<file path="src/rtl/lc3b_types.sv">
// Shared LC-3b memory-side types: bus widths, arbiter state encoding and the
// packed request bundle that the arbiter muxes onto the shared slave port.
// Pure declarations; no logic, no latency, no flow control.
package lc3b_types;

    typedef logic [127:0] lc3b_datbus;
    typedef logic [15:0]  lc3b_mem_wmask;
    typedef logic [11:0]  lc3b_line_adr;

    typedef enum logic [1:0] {
        IDLE = 2'd0,
        GNT0 = 2'd1,
        GNT1 = 2'd2
    } arb_state_t;

    localparam int unsigned ARB_TIMEOUT_DEFAULT = 64;

    // One requester's complete request, muxed as a unit onto the slave side.
    typedef struct packed {
        lc3b_line_adr  adr;
        lc3b_datbus    dat;
        lc3b_mem_wmask sel;
        logic          stb;
        logic          cyc;
        logic          we;
    } arb_req_t;

    // Counter width able to hold 0..cycles-1, never narrower than one bit.
    function automatic int unsigned arb_cnt_width(input int unsigned cycles);
        return (cycles <= 2) ? 1 : $clog2(cycles);
    endfunction

endpackage

</file>
<file path="src/rtl/arb_watchdog.sv">
// Grant watchdog: counts grant cycles without slave ack, flags expiry at TIMEOUT_CYCLES-1.
// Latency: expiry flag is combinational from the registered count (same cycle).
// Backpressure: none; counter clears whenever no grant is active.
// Ports: clk, rst_n (async active-low), active (a grant is held), ack (slave ack
// this cycle), expired (grant has run out of time this cycle).
module arb_watchdog
    import lc3b_types::*;
#(
    parameter int unsigned TIMEOUT_CYCLES = ARB_TIMEOUT_DEFAULT
) (
    input  logic clk,
    input  logic rst_n,
    input  logic active,
    input  logic ack,
    output logic expired
);

    localparam int unsigned   CW   = arb_cnt_width(TIMEOUT_CYCLES);
    localparam logic [CW-1:0] LAST = CW'(TIMEOUT_CYCLES - 1);

    logic [CW-1:0] count;

    // Count sits at zero outside a grant, so every grant starts from zero.
    always_ff @(posedge clk or negedge rst_n) begin
        if (!rst_n) begin
            count <= '0;
        end else if (!active) begin
            count <= '0;
        end else if (!ack) begin
            count <= count + CW'(1);
        end
    end

    // An ack arriving on the last cycle completes normally rather than retrying.
    assign expired = active && (count == LAST) && !ack;

endmodule

</file>
<file path="src/rtl/mem_arbiter.sv">
// Two-requester round-robin arbiter onto one shared memory slave (Wishbone-style).
// Latency: one arbitration cycle in IDLE, then request passes combinationally; one idle bubble after each transfer.
// Backpressure: requester waits for ack/rty; losing requester simply keeps its strobe high until granted.
// Ports: m0_*/m1_* requester request (adr, dat_m, sel, stb, cyc, we) and
// response (ack, rty, dat_s); s_* shared slave request and response.
// Optional feature: define MEM_ARBITER_TIMEOUT_EN to force-release a grant
// with a retry after TIMEOUT_CYCLES cycles without ack.
module mem_arbiter
    import lc3b_types::*;
#(
    parameter int unsigned TIMEOUT_CYCLES = ARB_TIMEOUT_DEFAULT
) (
    input  logic          clk,
    input  logic          rst_n,

    input  lc3b_line_adr  m0_adr,
    input  lc3b_datbus    m0_dat_m,
    input  lc3b_mem_wmask m0_sel,
    input  logic          m0_stb,
    input  logic          m0_cyc,
    input  logic          m0_we,
    output logic          m0_ack,
    output logic          m0_rty,
    output lc3b_datbus    m0_dat_s,

    input  lc3b_line_adr  m1_adr,
    input  lc3b_datbus    m1_dat_m,
    input  lc3b_mem_wmask m1_sel,
    input  logic          m1_stb,
    input  logic          m1_cyc,
    input  logic          m1_we,
    output logic          m1_ack,
    output logic          m1_rty,
    output lc3b_datbus    m1_dat_s,

    output lc3b_line_adr  s_adr,
    output lc3b_datbus    s_dat_m,
    output lc3b_mem_wmask s_sel,
    output logic          s_stb,
    output logic          s_cyc,
    output logic          s_we,
    input  logic          s_ack,
    input  logic          s_rty,
    input  lc3b_datbus    s_dat_s
);

    arb_state_t state;
    logic       last_gnt;     // requester served most recently (1 = m1)

    arb_req_t   req0;
    arb_req_t   req1;
    arb_req_t   gnt_req;
    logic       granted;
    logic       gnt_sel;
    logic       expire;
    logic       release_gnt;

    assign req0 = '{adr: m0_adr, dat: m0_dat_m, sel: m0_sel,
                    stb: m0_stb, cyc: m0_cyc, we: m0_we};
    assign req1 = '{adr: m1_adr, dat: m1_dat_m, sel: m1_sel,
                    stb: m1_stb, cyc: m1_cyc, we: m1_we};

    assign granted = (state == GNT0) || (state == GNT1);
    assign gnt_sel = (state == GNT1);

    // Only the granted requester reaches the slave; IDLE drives all zeros.
    always_comb begin
        gnt_req = '0;
        case (state)
            GNT0:    gnt_req = req0;
            GNT1:    gnt_req = req1;
            default: gnt_req = '0;
        endcase
    end

`ifdef MEM_ARBITER_TIMEOUT_EN
    arb_watchdog #(
        .TIMEOUT_CYCLES (TIMEOUT_CYCLES)
    ) u_watchdog (
        .clk     (clk),
        .rst_n   (rst_n),
        .active  (granted),
        .ack     (s_ack),
        .expired (expire)
    );
`else
    // Without the watchdog a grant is held until ack, rty or abort.
    logic [31:0] unused_timeout;
    assign unused_timeout = 32'(TIMEOUT_CYCLES);
    assign expire         = 1'b0;
`endif

    // Slave request side. On expiry the strobe is withdrawn so the slave
    // does not see a request that is about to be abandoned.
    assign s_adr   = gnt_req.adr;
    assign s_dat_m = gnt_req.dat;
    assign s_sel   = gnt_req.sel;
    assign s_stb   = gnt_req.stb & ~expire;
    assign s_cyc   = gnt_req.cyc;
    assign s_we    = gnt_req.we;

    // Response side: read data broadcast, handshake only to the owner.
    assign m0_dat_s = s_dat_s;
    assign m1_dat_s = s_dat_s;
    assign m0_ack   = (state == GNT0) & s_ack;
    assign m1_ack   = (state == GNT1) & s_ack;
    assign m0_rty   = (state == GNT0) & (s_rty | expire);
    assign m1_rty   = (state == GNT1) & (s_rty | expire);

    // A completed (ack), retried or timed-out grant counts as service.
    assign release_gnt = granted & (s_ack | s_rty | expire);

    always_ff @(posedge clk or negedge rst_n) begin
        if (!rst_n) begin
            state    <= IDLE;
            last_gnt <= 1'b1;
        end else begin
            case (state)
                IDLE: begin
                    if (m0_stb && m1_stb) begin
                        // Tie goes to whoever was not served last.
                        state <= last_gnt ? GNT0 : GNT1;
                    end else if (m0_stb) begin
                        state <= GNT0;
                    end else if (m1_stb) begin
                        state <= GNT1;
                    end
                end
                GNT0, GNT1: begin
                    if (release_gnt) begin
                        // Completion wins over a simultaneous abort.
                        state    <= IDLE;
                        last_gnt <= gnt_sel;
                    end else if (!gnt_req.stb) begin
                        // Requester abort: not counted as service.
                        state <= IDLE;
                    end
                end
                default: state <= IDLE;
            endcase
        end
    end

endmodule

</file>
<file path="config.mk">
export PLATFORM = sky130hd
export DESIGN_NAME = mem_arbiter
export DESIGN_NICKNAME = d
export VERILOG_FILES = /design/src/rtl/lc3b_types.sv /design/src/rtl/arb_watchdog.sv /design/src/rtl/mem_arbiter.sv
export SDC_FILE = /design/constraint.sdc
export NUM_CORES = 1
export LEC_CHECK = 0
export CORE_AREA = 3 3 333 335
export CTS_CLUSTER_DIAMETER = 80
export CTS_CLUSTER_SIZE = 40
export DETAILED_ROUTE_END_ITERATION = 8
export DIE_AREA = 0 0 336 338
export PLACE_DENSITY = 0.37
export SLEW_MARGIN = 10
export SYNTH_ARGS = -nofsm -noshare
export SYNTH_HDL_FRONTEND = slang
export SYNTH_SLANG_ARGS = --single-unit
</file>
<file path="constraint.sdc">
create_clock -name clk -period 2.25 [get_ports clk]
set_input_delay 0.225 -clock clk [delete_from_list [all_inputs] [get_ports clk]]
set_output_delay 0.225 -clock clk [all_outputs]
set_load 0.02 [all_outputs]
</file>
==> flow_summary.json, run 1 <==
{
  "status": "complete, no violations",
  "vias": 5664,
  "root_buffer": "clkbuf_16",
  "floorplan.initialDensity_pct": 4.23,
  "hpwl_mm": 60.4,
  "antenna_left": 0,
  "synth_fa_ha_area_share_pct": 0.819,
  "timing.max_cap.violations": 0,
  "synth-xor-area-share_pct": 0,
  "fill_cells": 12437,
  "grt_overflow": 0,
  "clock_latency_ns": 0.22,
  "cts_buffers": 3,
  "fp.coreArea_um2": 108000,
  "fp.dieH_um": 338,
  "grt_pass1_wl_mm": 79.0,
  "synth_cell_types": 22,
  "setup_viol": 0,
  "r2r-start": "state[0]",
  "hold_class": "in2async",
  "p_leak_nw": 3.88,
  "via_per_inst": 2.45,
  "period_needed_ns": 2.22,
  "clockBufferDepth": 2,
  "drv_slew": 0,
  "syn_nets": 1102,
  "ir_drop_uv": 501,
  "io_buffers": 484,
  "slowest_stage": "dfrtp_1",
  "num_io_pins": 869,
  "path_class": "reg2out",
  "dr.first_iter.drc_count": 237,
  "htree_levels": 1,
  "antenna_found_initial": 26,
  "layout.nets": 1339,
  "arrival_ns": 2.00,
  "grt_max_degree": 29,
  "seq_area_frac_synth_pct": 1.66,
  "rsz0062_at_grt": "true",
  "post-route-period-util_pct": 98.7,
  "die_w_um": 336,
  "synth_simple_gate_area_share_pct": 22.8,
  "cts_sinks": 3,
  "gp_congestion": 0.721,
  "grt_usage_pct": 10.8,
  "grt_pass1_vias": 6103,
  "cts_tree": "yes",
  "wl_per_cell_um": 28.6,
  "fin_skew_ns": 0.000816,
  "start_kind": "flop",
  "fp-row-count": 121,
  "dieArea_um2": 114000,
  "netlist_area_um2": 4580,
  "total_power_mw": 13.5,
  "cpPeakStageDelay_ns": 0.39,
  "syn-instance-count": 649,
  "cp-end-kind": "output pin",
  "yosysWarnings": 0,
  "finalNonFillerCells": 2313,
  "critical_path_required_ns": 2.03,
  "path_common_cell": "buf_12",
  "crit_fanout": 17,
  "routed_wl_mm": 66.1,
  "worstRegToRegCells": 7,
  "reg2reg_setup_slack_ns": 0.14,
  "layout.cell_area.non_filler_um2": 11600,
  "tns_ns": 0,
  "tightest_slew_ns": 0.339,
  "ys_ff_latch": 3,
  "path_clk_slew_ns": 0.03,
  "syn2layout_area_growth_pct": 153,
  "synth_top_family_by_area": "buffers and inverters",
  "avgSynthCellArea_um2": 7.06,
  "regToRegEndpoint": "state[1]",
  "synth_compound_area_share_pct": 26.6,
  "max_freq_mhz": 450,
  "first_pass_iters": 4,
  "muxShareOfSynthArea_pct": 0.791,
  "hold_viol_final": 0,
  "numPlacedInstances": 2276,
  "maxSlewHeadroom_pct": 77.4,
  "dpl-instance-area_um2": 10700,
  "path_cells": "inv_2, ha_4, buf_12, buf_16, buf_8, a22oi_1, nor2b_1, buf_12",
  "layout-drive-gt1-share_pct": 34.1,
  "powerDensity_nw_per_um2": 1170,
  "postCtsHoldBufs": 0,
  "drc": 0
}
cell usage in the layout (no fill, tap or decap), types with 10 or more instances in the layout:
cell / netlist / routed
nor2b_2: 0 / 62
buf_12: 0 / 133
clkdlybuf4s50_1: 0 / 325
nor2b_1: 159 / 87
a22oi_1: 159 / 132
a22oi_2: 0 / 27
nor2b_4: 0 / 10
buf_4: 256 / 38
diode_2: 0 / 14
dlygate4sd2_1: 0 / 16
critical path: cells and delay by family (launching register included):
kind            cells  cell delay (ns)
compound gates      1             0.08
fa+ha+maj           1             0.17
buf+inv             5             0.84
flops               1             0.39
simple gates        1             0.21
synth_stat cells:
library cell	instances	area (um^2)
a21boi_0	1	7.51
a22oi_1	159	1190
a2bb2oi_2	1	15.0
and2_1	4	25.0
buf_1	5	18.8
buf_2	17	85.1
buf_4	256	1920
clkbuf_1	27	101
dfrtp_1	2	50.1
dfstp_2	1	26.3
dlygate4sd1_1	4	35.0
ha_1	3	37.5
inv_1	2	7.51
mux2_2	1	11.3
mux2_4	1	15.0
mux2i_1	1	10.0
nand2b_1	1	6.26
nand3_1	1	5.00
nor2_1	1	3.75
nor2b_1	159	995
o21ai_0	1	5.00
or3b_1	1	8.76
cells by family (layout without fill, tap and decap cells):
kind of cell | Yosys count | count (layout)
compound gates | 162 | 162
fa+ha+maj | 3 | 3
buf+inv | 311 | 547
flops | 3 | 3
mux | 3 | 3
other cells | 0 | 14
simple gates | 167 | 167
power by group:
part           total, mW  internal, mW  switching [mW]
logic               13.2          6.85            6.31
clock network      0.280         0.234          0.0459
registers         0.0991        0.0836          0.0155
worst max path at each step:
| stage | start | endpoint |
|---|---|---|
| 2_1_floorplan | state[0] | s_dat_m[60] |
| 3_3_place_gp | state[0] | s_dat_m[124] |
| 3_5_place_dp | state[0] | s_dat_m[120] |
| 4_1_cts | state[0] | s_dat_m[7] |
| 5_1_grt | state[0] | s_dat_m[6] |
| 6_report | state[0] | s_dat_m[38] |
registers in the layout, summed over array words and instances, names as in the netlist:
signal	count
state	2
last_gnt	1
through the flow:
step | setup WS (ns) | util [%] | hold slack, ns
CTS | -0.0443 | 10.3 | 0.204
detailed placement | -0.00898 | 9.88 | 0.434
finish | 0.0290 | 10.7 | 0.209
floorplan | 0.412 | - | -0.0706
global route | -0.0312 | 10.7 | 0.220
global placement | 0.0775 | 9.88 | 0.410
metal layers:
| layer | track usage [%] | vias up | part of all wire, % |
|---|---|---|---|
| met1 | 10.3 | 2462 | 33 |
| met5 | 0 | - | 0.24 |
| met2 | 17.7 | 672 | 46 |
| li1 | - | 2466 | - |
| met4 | 0.486 | 26 | 0.46 |
| met3 | 10.2 | 38 | 21 |
layout make-up:
type / instances / area [um^2] / area share [%]
Inverter: 2 / 7.51 / 0.0647
Clock buffer: 4 / 78.8 / 0.679
Multi-Input combinational cell: 335 / 2740 / 23.6
Antenna cell: 14 / 35.0 / 0.302
Timing Repair Buffer: 541 / 6900 / 59.5
Tap cell: 1414 / 1770 / 15.2
Sequential cell: 3 / 76.3 / 0.657
repair_timing:
item	in CTS	in global routing
gates cloned	3	4
buffers inserted	8	4
pin swaps	2	2
setup endpoints to repair	133	89
resized for setup	73	77
(Power assumes the default switching activity.)
==> run 2: changes to the inputs <==
Settings changed: CTS_CLUSTER_SIZE 40 to not set, RECOVER_POWER set to 25, SYNTH_HIERARCHICAL set to 1.
==> flow_summary.json, run 2 <==
{
  "syn-instance-count": 649,
  "gp_congestion": 0.721,
  "grt_overflow": 0,
  "antenna_found_initial": 26,
  "met2_length_mm": 30.1,
  "floorplan.initialDensity_pct": 4.23,
  "grt_pass1_wl_mm": 79.0,
  "largest_register": "state",
  "path_clk_slew_ns": 0.03,
  "synth_top_area_share_pct": 41.9,
  "drv_slew": 0,
  "worstSetupStartpoint": "state[0]",
  "fp.dieH_um": 338,
  "layout.nets": 1339,
  "post-route-period-util_pct": 98.7,
  "drc": 0,
  "async_flop_share_pct": 100,
  "top_layer": "met5",
  "status": "complete, no violations",
  "syn_nets": 1102,
  "largest_reg_flops": 2,
  "max_freq_mhz": 450,
  "fp-row-count": 121,
  "dieArea_um2": 114000,
  "period_needed_ns": 2.22,
  "maxSlewHeadroom_pct": 77.4,
  "arrival_ns": 2.00,
  "layout-drive-gt1-share_pct": 34.1,
  "slowest_stage": "dfrtp_1",
  "avgSynthCellArea_um2": 7.06,
  "root_buffer": "clkbuf_16",
  "layout_common_cells": "324 x clkdlybuf4s50_1, 133 x buf_12, 132 x a22oi_1",
  "wl_per_cell_um": 28.6,
  "cts_tree": "yes",
  "dr.first_iter.drc_count": 237,
  "path_cells": "inv_2, ha_4, buf_12, buf_16, buf_8, a22oi_1, nor2b_1, buf_12",
  "fill_cells": 12437,
  "yosysMostFrequentCell": "buf_4",
  "fin_ws_ns": 0.0290,
  "crit_fanout": 17,
  "final_common_cell": "clkdlybuf4s50_1",
  "grt_max_degree": 29,
  "routed_wl_mm": 66.1,
  "synth_top_area_cell": "buf_4",
  "p_leak_nw": 3.88,
  "powerDensity_nw_per_um2": 1170,
  "hpwl_mm": 60.4,
  "pre_cts_slack_ns": -0.00898,
  "vias": 5664,
  "route.met3.wl_mm": 13.7,
  "cts_sinks": 3,
  "postCtsHoldBufs": 0,
  "synth_cell_types": 22,
  "fp.coreArea_um2": 108000,
  "fin_skew_ns": 0.000816,
  "grt_usage_pct": 10.8,
  "clockBufferDepth": 2,
  "cp-end-kind": "output pin",
  "yosysWarnings": 6,
  "die_w_um": 336,
  "grt_pass1_vias": 6103,
  "synth_edf_count": 0,
  "cpPeakStageDelay_ns": 0.39,
  "seq_area_frac_synth_pct": 1.66,
  "holdWs_ns": 0.279,
  "rsz0062_at_grt": "true",
  "drt-met1-wl_mm": 21.9,
  "clock_latency_ns": 0.22,
  "top_regs": "state (2), last_gnt (1)",
  "critPathBufInv": 5,
  "hold_viol_final": 0,
  "crit_family": "buffers and inverters",
  "synth_common_cells": "256 x buf_4, 159 x a22oi_1, 159 x nor2b_1",
  "critical_path_required_ns": 2.03,
  "hold_class": "in2async",
  "antenna_left": 0,
  "setup_viol": 0,
  "tightest_slew_ns": 0.339,
  "ys_top_cells_by_area": "buf_4 42%, a22oi_1 26%, nor2b_1 22%",
  "start_kind": "flop",
  "path_class": "reg2out",
  "r2r-start": "state[0]",
  "synth_flop_cell": "dfrtp_1",
  "netlist_area_um2": 4580,
  "ir_drop_uv": 501,
  "via_per_inst": 2.45,
  "syn2layout_area_growth_pct": 153,
  "first_pass_iters": 4,
  "num_io_pins": 869,
  "io_buffers": 484,
  "path_common_cell": "buf_12",
  "tns_ns": 0,
  "htree_levels": 1,
  "cts_buffers": 3,
  "timing.max_cap.violations": 0,
  "ys_ff_latch": 3
}
## run 2: report_power, final
group          switching (mW)  total, mW  internal (mW)  leakage, nW
Combinational            6.31       13.2           6.85         3.80
Sequential             0.0155     0.0991         0.0836       0.0361
Clock                  0.0459      0.280          0.234       0.0382
Total                    6.37       13.5           7.17         3.88
## run 2: kinds of logic (layout without fill, tap and decap cells)
kind of cell,after synthesis,after routing,share of synthesized area [%]
adders and majority gates,3,3,0.819
muxes,3,3,0.791
and+or+nand+nor,167,167,22.8
DFF,3,3,1.66
AOI/OAI and AO/OA,162,162,26.6
buffers and inverters,311,547,47.3
other,0,14,0
## run 2: worst paths after layout
path                       cells after the start            to  slack, ns
max in group asynchronous                      1      last_gnt       1.73
min in group clk                               0  m0_dat_s[43]       0.45
setup reg to reg                               7      state[1]       0.14
hold / removal                                 1      state[0]       0.28
hold reg to reg                                1      last_gnt       0.62
setup / recovery                               8   s_dat_m[38]       0.03
## run 2: per-stage QoR
step / power [mW] / instances / utilization (%) / cell area, um^2
after floorplan: 4.99 / 649 / - / 4580
after global placement: 12.0 / 2276 / 9.88 / 10700
after detailed placement: 12.1 / 2276 / 9.88 / 10700
after CTS: 13.5 / 2291 / 10.3 / 11100
after global routing: 14.4 / 2302 / 10.7 / 11600
final: 13.5 / 2313 / 10.7 / 11600
## run 2: final cells by class
| class | count | area (um^2) | share of cell area, % |
|---|---|---|---|
| antenna | 14 | 35.0 | 0.302 |
| clock buffer | 4 | 78.8 | 0.679 |
| sequential | 3 | 76.3 | 0.657 |
| inverter | 2 | 7.51 | 0.0647 |
| tap | 1414 | 1770 | 15.2 |
| timing repair buffer | 541 | 6900 | 59.5 |
| multi-input combinational | 335 | 2740 | 23.6 |
## run 2: repair_timing
item,CTS,global route
gates resized for setup,73,77
endpoints found under the hold margin,0,0
gates cloned,3,4
pin swaps,2,2
buffers inserted,8,4
endpoints found under the setup margin,133,89
## run 2: per-layer routing
layer / vias up / global-route usage, %
met2: 672 / 17.7
met5: - / 0
met4: 26 / 0.486
li1: 2466 / -
met3: 38 / 10.2
met1: 2462 / 10.3
==> run 3: changes to the inputs <==
Settings changed: CTS_CLUSTER_SIZE set to 8.
==> results of run 3 <==
Final layout, timing and power as in run 2 (identical DEF).
==> RTL edit 1 (flow settings as in run 3) <==
The 3 states of `arb_state_t` get a one-hot encoding in 3 bits.
--- a/src/rtl/lc3b_types.sv
+++ b/src/rtl/lc3b_types.sv
@@ -7,10 +7,10 @@
     typedef logic [15:0]  lc3b_mem_wmask;
     typedef logic [11:0]  lc3b_line_adr;
 
-    typedef enum logic [1:0] {
-        IDLE = 2'd0,
-        GNT0 = 2'd1,
-        GNT1 = 2'd2
+    typedef enum logic [2:0] {
+        IDLE = 3'b001,
+        GNT0 = 3'b010,
+        GNT1 = 3'b100
     } arb_state_t;
 
     localparam int unsigned ARB_TIMEOUT_DEFAULT = 64;
Function: no difference found for any inputs over 4 cycles, from zero or initial values and one cycle with rst_n low; so few cycles prove little.
==> RTL edit 1 against run 3 <==
  * First-iteration DRC count shrank 54%
  * Synthesized area down 16%
  * Setup slack got worse by 0.027 ns
  * Non-clock buffer count down 28
  * Sequential cell count is 1 higher
  * Wire length decreased by 5.2%
  * Clock skew up 0.0022 ns
  * Final area fell by 11%
  * Count of clock-buffer cells in the layout shrank 1
  * Synthesized cell count shrank 26%
  * Critical endpoint is now s_dat_m[74]
  * Largest cell class unchanged
Power is not compared: it rests on default switching activity, and its combinational part moved more than twofold at a synthesized area within 25%.
==> RTL edit 1: results (changes against run 3) <==
Parameter                              Value

Logic synthesis
  Post-Synthesis Cells    482 (-26%)
  Main flop type after synthesis    dfstp_2
  Number of flip-flops and latches in the synthesized netlist    4 (+1)
  Mean cell area of the mapped netlist    7.99 µm² (+13%)
  Count of different cell masters after synthesis    27 (+23%)
  Adder-cell area share of the yosys netlist    0% (-0.82 points)
  Cell types with the largest area share after synthesis    buf_4 51%, a22o_1 36%, buf_6 3.5%
  Sequential share of the synthesized area    2.66% (+1.0 points)
  Complex-gate fraction of the synthesized area    37.3% (+11 points)
  Syn Nets    932 (-15%)
  Mux contribution to synthesized area    0% (-0.79 points)
  Commonest cells in the netlist    260 x buf_4, 159 x a22o_1, 15 x buf_2

Cells and area
  Net total in the final layout    1158 (-14%)
  Area added between synthesis and finish    169%
  Non-clock inverter count    1 (-1)
  Reg area    103 µm² (+34%)
  Area fraction of clock buffers and clock inverters    0.726% (+0.047 points)
  Multi-input logic area    0.00209 mm² (-24%)
  Fraction of layout cells with a size suffix above 1    32.2% (-2.0 points)
  Number of signal-net buffers in the layout    513 (-5.2%)
  Comb_multi_in    185 (-45%)
  Non-clock buffer share    60.8% (+1.3 points)
  Fillers    12500 (+0.62%)
  Largest regs    state (3), last_gnt (1)
  Count of antenna diodes in the layout    5 (-9)

Worst setup path
  Maximum fanout count along the critical path    32 (+15)
  Endpoint of the most critical setup path    s_dat_m[74]
  Register-to-Register Path Depth    4 (-3)
  CP delay by family, top    flip-flops
  Startpoint of the worst register-to-register path    state[0]
  Slowest library cell on the worst path    dfstp_2
  CP max stage delay    0.60 ns (+0.21 ns)
  Setup crit start    state[0]
  Data arrival time at the worst-slack endpoint    2.02 ns (+0.02 ns)
  Register-to-register setup slack    0.92 ns (+0.78 ns)

Global route
  Pin count of the biggest net entering global routing    66 (+130%)
  Wire length of the first global-routing pass    71400 µm (-9.6%)
  Overall global routing resource usage    10.1% (-0.64 points)
  Met1 usage in global routing    11.3% (+0.99 points)
  Via count of the first global-routing pass    5254 (-14%)
  GR met2 Demand/Resource    15.7% (-2.0 points)
  Initial antenna violation count    19 (-27%)
  Global routing usage on met3    7.46% (-2.8 points)

Timing
  Post-route clock skew    0.00299 ns (+0.00218 ns)
  Actual transition at the worst max-transition pin    0.365 ns (+0.0260 ns)
  Tmin final    2.25 ns (+0.0274 ns)

Detailed routing
  Routed wl met2    27700 µm (-7.9%)
  Vias    4844 (-14%)
  Detailed-routing wirelength on met1    23400 µm (+6.7%)
  Wire length after detailed routing    62700 µm (-5.2%)
  Drt first-iter violations    110 (-54%)

Placed design
  Setup slack at placement    -0.0815 ns (-0.0725 ns)
  Gp weighted congestion    0.774 (+7.4%)
  Post-DP HPWL    57500 µm (-4.7%)
  Placed Area    0.00960 mm² (-10%)
  Placed cell count    2107 (-7.4%)

Run status
  Run status    finished, final reports clean

Clocking
  Clock-pin slew reported for the worst setup and hold paths after clock tree synthesis    0.03 ns (about the same)
  Hold_buf cts    0 (unchanged)
## RTL edit 1: cells by family after synthesis
logic type             after synthesis
AND/OR/NAND/NOR                     19
buffers and inverters              293
AO/OA/AOI/OAI                      166
flip-flops                           4
## RTL edit 1: report_power, final
group | internal (mW) | switching [mW]
Combinational | 2.95 | 2.77
Clock | 0.227 | 0.0487
Sequential | 0.111 | 0.0385
## RTL edit 1: worst min-delay path by stage
| stage | start | end | slack (ns) | cells past startpoint |
|---|---|---|---|---|
| finish | rst_n | state[2] | 0.28 | 1 |
| global route | rst_n | state[2] | 0.29 | 1 |
| CTS | rst_n | state[2] | 0.21 | 1 |
| detailed placement | rst_n | state[2] | 0.45 | 1 |
| global placement | rst_n | state[1] | 0.44 | 1 |
| floorplan | rst_n | state[1] | -0.07 | 0 |
## RTL edit 1: repair_timing
| item | CTS | global route |
|---|---|---|
| pin swaps | 0 | 1 |
| resized for setup | 67 | 57 |
| cloned | 1 | 4 |
| setup buffers | 5 | 0 |
| endpoints found under the setup margin | 127 | 72 |
==> RTL edit 2 (flow settings as in run 3) <==
Made on the original files. Build with the macro `MEM_ARBITER_TIMEOUT_EN` defined.
--- a/src/rtl/mem_arbiter.sv
+++ b/src/rtl/mem_arbiter.sv
@@ -5,6 +5,8 @@
 // response (ack, rty, dat_s); s_* shared slave request and response.
 // Optional feature: define MEM_ARBITER_TIMEOUT_EN to force-release a grant
 // with a retry after TIMEOUT_CYCLES cycles without ack.
+`define MEM_ARBITER_TIMEOUT_EN
+
 module mem_arbiter
     import lc3b_types::*;
 #(
Behaviour: same outputs for any inputs over 4 cycles, from zero or initial values and one cycle with rst_n low; that may be too few to reach the edited logic, so the function may still have changed.
==> RTL edit 2 against run 3 <==
  * The flow now finishes with violations (setup timing)
  * Wire length decreased by 6.3%
  * Setup slack got worse by 0.044 ns
  * Count of clock-buffer cells in the layout unchanged
  * Power decreased by 4.2%
  * Sequential cell count increased by 6
  * Core utilization about the same
  * Die area unchanged
  * Final area about the same
  * Combinational power decreased by 6%
  * Synthesized area increased by 6.8%
  * Largest power group unchanged
==> RTL edit 2: results (changes against run 3) <==
Parameter                              Value

Run status
  Run status    finished with violations
  Violations in the final reports    setup timing

Logic synthesis
  Cell Area, Synth    0.00489 mm² (+6.8%)
  Main flop type after synthesis    dfrtp_1
  Cell types with the largest area share after synthesis    buf_4 39%, a22oi_1 24%, nor2b_1 20%
  Count of different cell masters after synthesis    32 (+45%)
  Commonest cells in the netlist    256 x buf_4, 159 x nor2b_1, 158 x a22oi_1
  Sequential share of the synthesized area    4.63% (+3.0 points)
  Mean cell area of the mapped netlist    7.22 µm² (+2.2%)

Worst setup path
  Slowest library cell on the worst path    a22oi_1
  Startpoint of the worst register-to-register path    state[1]
  Data arrival time at the worst-slack endpoint    2.04 ns (+0.04 ns)
  Maximum fanout count along the critical path    14 (-3)
  Register-to-register setup slack    0.17 ns (+0.03 ns)
  Register-to-Register Path Depth    8 (+1)
  CP max stage delay    0.44 ns (+0.05 ns)

Power
  LEAKAGE    3.79 nW (-2.4%)
  Worst ir drop on vdd    425 µV (-15%)

Cells and area
  FFs & Latches    9 (+6)
  Reg area    226 µm² (+200%)
  Count of antenna diodes in the layout    7 (-7)
  Comb_multi_in    357 (+6.6%)
  Non-clock buffer share    56.6% (-2.8 points)
  Post-route cell area    0.0116 mm² (about the same)
  Final non-filler cell total    2330 (+0.73%)
  Fraction of layout cells with a size suffix above 1    31.6% (-2.6 points)
  Multi-input logic area    0.00293 mm² (+6.9%)
  Net total in the final layout    1364 (+1.9%)
  Register with the most flip-flops    u_watchdog/count
  Largest regs    u_watchdog/count (6), state (2), last_gnt (1)
  Fillers    12500 (+0.41%)
  Number of signal-net buffers in the layout    537 (-0.74%)
  Area fraction of clock buffers and clock inverters    0.679% (about the same)

Detailed routing
  Detailed-routing wirelength on met1    20800 µm (-4.8%)
  Vias    5941 (+4.9%)
  Average wire per cell in the routed design    26.6 µm (-6.9%)
  Pre-Repair DR Iteration Count    6 (+2)
  Met3 wire len    10900 µm (-20%)
  Drt first-iter violations    249 (+5.1%)

Clocking
  Post-CTS resize count    107 (+47%)
  Post-CTS setup buffer count    0 (-8)

Timing
  Hold slack    0.310 ns (+0.0307 ns)
  Setup-violating endpoint count in the final report    1 (+1)
  Worst setup slack after layout    -0.0153 ns (-0.0442 ns)
  Normalized max-slew margin    67.1% (-10 points)
  Setup total negative slack    -0.0153 ns (-0.0153 ns)

Placed design
  Post-DP HPWL    56400 µm (-6.7%)
  Gp weighted congestion    0.803 (+11%)
  Setup slack at placement    -0.0779 ns (-0.0689 ns)
  Placed cell count    2310 (+1.5%)
  Placed Area    0.0109 mm² (+1.6%)

Global route
  Global routing usage on met3    7.27% (-3.0 points)
  Pin count of the biggest net entering global routing    43 (+48%)
  Wire length of the first global-routing pass    72900 µm (-7.7%)
  Met1 usage in global routing    10.1% (-0.29 points)
  GR met2 Demand/Resource    16.8% (-0.86 points)
  Initial antenna violation count    12 (-54%)
  Overall global routing resource usage    9.95% (-0.83 points)
-- RTL edit 2: worst max path at each step --
stage | start | cells after the start | slack [ns] | to
2_1_floorplan | state[0] | 6 | 0.32 | s_dat_m[108]
5_1_grt | state[1] | 8 | -0.01 | s_dat_m[82]
3_5_place_dp | state[0] | 7 | -0.08 | s_dat_m[99]
3_3_place_gp | state[0] | 7 | -0.04 | s_dat_m[112]
4_1_cts | state[1] | 8 | -0.03 | s_dat_m[85]
6_report | state[1] | 7 | -0.02 | s_dat_m[21]
-- RTL edit 2: logic make-up after synthesis --
group	share of synthesized area (%)
adder cells (fa/ha/maj)	1.02
XOR/XNOR	0.537
buffers and inverters	44.3
AND/OR/NAND/NOR	23.0
multiplexers	1.07
AO/OA/AOI/OAI	25.5
flip-flops	4.63
-- RTL edit 2: power by group --
group	leakage [nW]	internal (mW)	switching [mW]
Sequential	0.119	0.205	0.0262
Combinational	3.63	6.08	6.36
Clock	0.0382	0.236	0.0707
Total	3.79	6.53	6.45
